<file path="config.mk">
export PLATFORM = sky130hd
export DESIGN_NAME = matrix_sched
export DESIGN_NICKNAME = d
export VERILOG_FILES = /design/src/rtl/matrix_sched.sv
export SDC_FILE = /design/constraint.sdc
export NUM_CORES = 2
export LEC_CHECK = 0
export ABC_AREA = 1
export CAP_MARGIN = 30
export CORE_AREA = 2 2 605 607
export CTS_BUF_LIST = sky130_fd_sc_hd__clkbuf_16
export DETAILED_ROUTE_END_ITERATION = 6
export DIE_AREA = 0 0 607 609
export PLACE_DENSITY_LB_ADDON = 0.3
export RECOVER_POWER = 50
export SKIP_LAST_GASP = 1
export SYNTH_ARGS = -nofsm -noshare
export SYNTH_HDL_FRONTEND = slang
export SYNTH_SLANG_ARGS = --single-unit
</file>
<file path="constraint.sdc">
create_clock -name clk_9m -period 26 [get_ports clk_9m]
set_clock_uncertainty 0.05 [all_clocks]
set_input_delay 7.8 -clock clk_9m [delete_from_list [all_inputs] [get_ports clk_9m]]
set_output_delay 7.8 -clock clk_9m [all_outputs]
set_load 0.01 [all_outputs]
</file>
<file path="src/rtl/matrix_sched.sv">
// Frame scheduler in front of matrix_core: round-robin between two requesters,
// owns LED driver configuration (post-reset, on brightness change, periodic refresh).
`timescale 1ns/1ps
module matrix_sched #(
    parameter int REFRESH_CYC = 900000,
    parameter int TIMEOUT_CYC = 65535
) (
    input  logic        clk_9m,
    input  logic        rst,
    input  logic [1:0]  req,
    input  logic [63:0] din0 [7:0],
    input  logic [63:0] din1 [7:0],
    input  logic [3:0]  intensity,
    output logic [1:0]  gnt,
    output logic        core_en,
    output logic [63:0] core_din [7:0],
    input  logic        core_send_done,
    output logic        busy,
    output logic        err
);

    localparam int RW = (REFRESH_CYC > 0) ? $clog2(REFRESH_CYC + 1) : 1;
    localparam int WW = (TIMEOUT_CYC > 0) ? $clog2(TIMEOUT_CYC + 1) : 1;

    typedef enum logic [1:0] {CFG_LOAD, SEND, WAIT, IDLE} state_t;

    state_t        state, state_nxt;
    logic          rr_ptr, rr_ptr_nxt;
    logic          cfg_pend, cfg_pend_nxt;
    logic [3:0]    last_int, last_int_nxt;
    logic [RW-1:0] refresh_cnt, refresh_cnt_nxt;
    logic [WW-1:0] wdog, wdog_nxt;
    logic [1:0]    gnt_nxt;
    logic          core_en_nxt;
    logic          err_nxt;
    logic          pick1;
    logic [63:0]   din_nxt [7:0];
    logic [63:0]   cfg_frame [7:0];

    assign busy = (state != IDLE);

    // Each row is one 16-bit register write, replicated once per cascaded chip.
    always_comb begin
        cfg_frame[0] = {4{16'h0C01}};
        cfg_frame[1] = {4{16'h0900}};
        cfg_frame[2] = {4{12'h0A0, intensity}};
        cfg_frame[3] = {4{16'h0B07}};
        cfg_frame[4] = {4{16'h0F00}};
        cfg_frame[5] = '0;
        cfg_frame[6] = '0;
        cfg_frame[7] = '0;
    end

    // rr_ptr remembers the last requester granted; the other one wins a tie.
    assign pick1 = req[1] && (!req[0] || !rr_ptr);

    always_comb begin
        state_nxt       = state;
        rr_ptr_nxt      = rr_ptr;
        cfg_pend_nxt    = cfg_pend;
        last_int_nxt    = last_int;
        refresh_cnt_nxt = refresh_cnt;
        wdog_nxt        = wdog;
        gnt_nxt         = 2'b00;
        core_en_nxt     = 1'b0;
        err_nxt         = err;
        din_nxt         = core_din;

        // A refresh expiry only raises cfg_pend, so a request seen this cycle still wins.
        if (state == IDLE && REFRESH_CYC > 0) begin
            if (refresh_cnt == RW'(REFRESH_CYC - 1)) begin
                refresh_cnt_nxt = '0;
                cfg_pend_nxt    = 1'b1;
            end else begin
                refresh_cnt_nxt = refresh_cnt + 1'b1;
            end
        end

        case (state)
            CFG_LOAD: begin
                din_nxt      = cfg_frame;
                last_int_nxt = intensity;
                cfg_pend_nxt = 1'b0;
                state_nxt    = SEND;
            end
            SEND: begin
                core_en_nxt = 1'b1;
                wdog_nxt    = '0;
                state_nxt   = WAIT;
            end
            WAIT: begin
                if (core_send_done) begin
                    refresh_cnt_nxt = '0;
                    state_nxt       = IDLE;
                end else if (wdog == WW'(TIMEOUT_CYC - 1)) begin
                    err_nxt      = 1'b1;
                    cfg_pend_nxt = 1'b1;
                    wdog_nxt     = '0;
                    state_nxt    = IDLE;
                end else begin
                    wdog_nxt = wdog + 1'b1;
                end
            end
            IDLE: begin
                if (cfg_pend || intensity != last_int) begin
                    state_nxt = CFG_LOAD;
                end else if (req != 2'b00) begin
                    if (pick1) begin
                        din_nxt = din1;
                        gnt_nxt = 2'b10;
                    end else begin
                        din_nxt = din0;
                        gnt_nxt = 2'b01;
                    end
                    rr_ptr_nxt = pick1;
                    state_nxt  = SEND;
                end
            end
            default: state_nxt = CFG_LOAD;
        endcase
    end

    always_ff @(posedge clk_9m or posedge rst) begin
        if (rst) begin
            state       <= CFG_LOAD;
            rr_ptr      <= 1'b0;
            cfg_pend    <= 1'b1;
            last_int    <= 4'h0;
            refresh_cnt <= '0;
            wdog        <= '0;
            gnt         <= 2'b00;
            core_en     <= 1'b0;
            err         <= 1'b0;
            for (int i = 0; i < 8; i++) core_din[i] <= '0;
        end else begin
            state       <= state_nxt;
            rr_ptr      <= rr_ptr_nxt;
            cfg_pend    <= cfg_pend_nxt;
            last_int    <= last_int_nxt;
            refresh_cnt <= refresh_cnt_nxt;
            wdog        <= wdog_nxt;
            gnt         <= gnt_nxt;
            core_en     <= core_en_nxt;
            err         <= err_nxt;
            core_din    <= din_nxt;
        end
    end

endmodule

</file>
==> reports/metrics.csv <==
metric;value;unit
cts_setup_buffers;0;
num_io_pins;1550;
syn_area;0.03007;mm2
hpwl;249.9;mm
final.period_utilization;60.49;%
cts_buffers;85;
ant_nets;0;
cp_max_fo;65;
yosysSeqAreaShare;46.61;%
hold_buffers;0;
tightest_slew;3.810;ns
vdd_drop_max;124.3;uV
synth-edff-count;0;
yosysWarningCount;0;
clockBufferDepth;4;
ctsResizeCount;0;
power_density;82.89;mW/mm2
wirelength;301.8;mm
fin_util;14.73;%
synth_top_area_share;46.53;%
core_area;0.3639;mm2
clk_latency;0.78;ns
synthTopCellsByCount;nand2_1, dfrtp_1, nand4_1;
synth.net_count;5380;
synth_top_cell_by_area;dfrtp_1;
syn_to_final_growth;78.28;%
vias;36730;
dr.first_iter.drc_count;2966;
timing.setup.critical_path_class;in2async;
min_path_type;reg2reg;
grt_pass1_wl;381.9;mm
numClockSinks;560;
max_slew_margin;-154.0;%
synth_flop_cell;dfrtp_1;
violations;capacitance limit, slew limit;
htree_levels;3;
first_pass_iters;5;
grt_usage;15.73;%
synth_cell_type_count;26;
synth_seq_cells;560;
overflow;0;
portBuffers;1549;
grt_pass1_vias;35870;
die_area;0.3697;mm2
endpoint_kind;async pin;
finalMaxSlewViolations;344;
stdcell_count;10640;
rsz0062_at_grt;no;
cts_tree;yes;
antenna_found_initial;295;
post-place-cells;10410;
yosysMostFrequentCell;nand2_1;
netlist_instances;4339;
initial_core_util;8.263;%
maxCapViolCount;7;
cp.required;26.76;ns
wl_per_cell;28.35;um
synth.avg_cell_area;6.929;um2
synthTopCellsByArea;dfrtp_1, nand2_1, nand4_1;
fin_tns_setup;0;ns
finalHoldViolCount;0;
drive_above_1_share;3.082;%
setup_viol_count_final;0;
drc;0;
ys_async_sr_fraction;100.0;%
clock.fmax;63.58;MHz
cts_root_buf;clkbuf_16;
fin_nets;6721;
rows;222;
grt_max_degree;161;
fin_crit;15.73;ns
setup_ws;10.27;ns
die_h;609;um
worst_ep_arrival_time;16.48;ns
pre_cts_ws;13.54;ns
die_w;607;um
gp_congestion;1.027;
start_kind;input port;
clkTransAtPathRegs;0.06;ns
status;finished with violations;
vias_per_cell;3.451;
p_leak;0.02546;uW
## where the power goes
part / switching, uW / total (uW) / leakage [uW] / internal, uW
clock network: 489 / 1200 / 0.00141 / 711
registers: 77.8 / 1100 / 0.00758 / 1020
logic: 1540 / 2150 / 0.0165 / 603
## routing by layer
layer / up-vias / share of wire (%) / wire, um / GRT usage (%)
met2: 1686 / 50 / 149800 / 27.64
met3: 694 / 8.4 / 25460 / 5.189
met4: 114 / 4.4 / 13220 / 5.886
met1: 17450 / 37 / 112500 / 17.44
met5: - / 0.25 / 741 / 0
li1: 16780 / - / - / -
## registers in the layout (all words and copies together), names as in the netlist
signal       count
cfg_pend         1
core_din       512
core_en          1
err              1
gnt              2
last_int         4
refresh_cnt     20
rr_ptr           1
state            2
wdog            16
## area by class of cell
cell class                 instances  area [um2]
timing repair buffer            1606       16020
antenna                           84       210.2
sequential                       560       14010
multi-input combinational       3360       14320
clock buffer                      87        2177
fill                           42090      310300
tap                             4816        6026
clock inverter                    63       568.0
inverter                          67       267.8
## critical path, cell delays in order
cell	delay [ns]
dlygate4sd3_1	0.54
clkinvlp_2	1.94
clkbuf_1	1.90
clkbuf_1	0.31
clkbuf_1	2.69
buf_4	0.97
## per-stage QoR
| stage | hold slack [ns] | total power, uW | instance area [um2] |
|---|---|---|---|
| 5_1_grt | 0.4303 | 4697 | 53540 |
| 6_report | 0.4105 | 4443 | 53600 |
| 4_1_cts | 0.4221 | 4563 | 53420 |
| 2_1_floorplan | 0.4029 | 2227 | 30070 |
| 3_5_place_dp | 0.4075 | 3316 | 50670 |
| 3_3_place_gp | 0.4033 | 3306 | 50620 |
## logic make-up (layout without fill, tap and decap cells)
kind of cell	Yosys count	in the layout	synth area share [%]
simple gates	3286	3286	45.81
flops	560	560	46.61
buf+inv	419	1823	5.893
compound gates	50	50	0.8864
xor+xnor	16	16	0.4661
fa+ha+maj	8	8	0.3329
other cells	0	84	0
## layout by cell type (no fill, tap or decap), drive strengths merged
master            n
o21bai            1
nand3            91
nor3             15
o21a              1
clkdlybuf4s50  1160
dfrtp           559
a21oi             9
clkbuf           94
diode            84
clkinv           24
xnor2             6
xor2             10
buf              50
inv              91
o22ai             4
o2111ai           1
dlygate4sd3     389
o21ai            32
nand2          2592
clkinvlp          4
bufinv           11
dfstp             1
nand4           516
ha                8
nor2             69
or2               3
a31oi             2
## final timing paths
| check | from | end | slack [ns] | depth (start not counted) |
|---|---|---|---|---|
| min | core_din[209]$_DFFE_PP0P_ | core_din[209]$_DFFE_PP0P_ | 0.41 | 2 |
| min in group asynchronous | rst | core_din[387]$_DFFE_PP0P_ | 8.48 | 2 |
| max | rst | core_din[226]$_DFFE_PP0P_ | 10.27 | 6 |
| max in group clk_9m | req[1] | core_din[501]$_DFFE_PP0P_ | 14.33 | 8 |
| max reg2reg | state[0]$_DFFE_PP0P_ | core_din[402]$_DFFE_PP0P_ | 20.95 | 8 |
| min reg2reg | core_din[209]$_DFFE_PP0P_ | core_din[209]$_DFFE_PP0P_ | 0.41 | 2 |
Note: power is estimated with default switching activity, not from simulation.
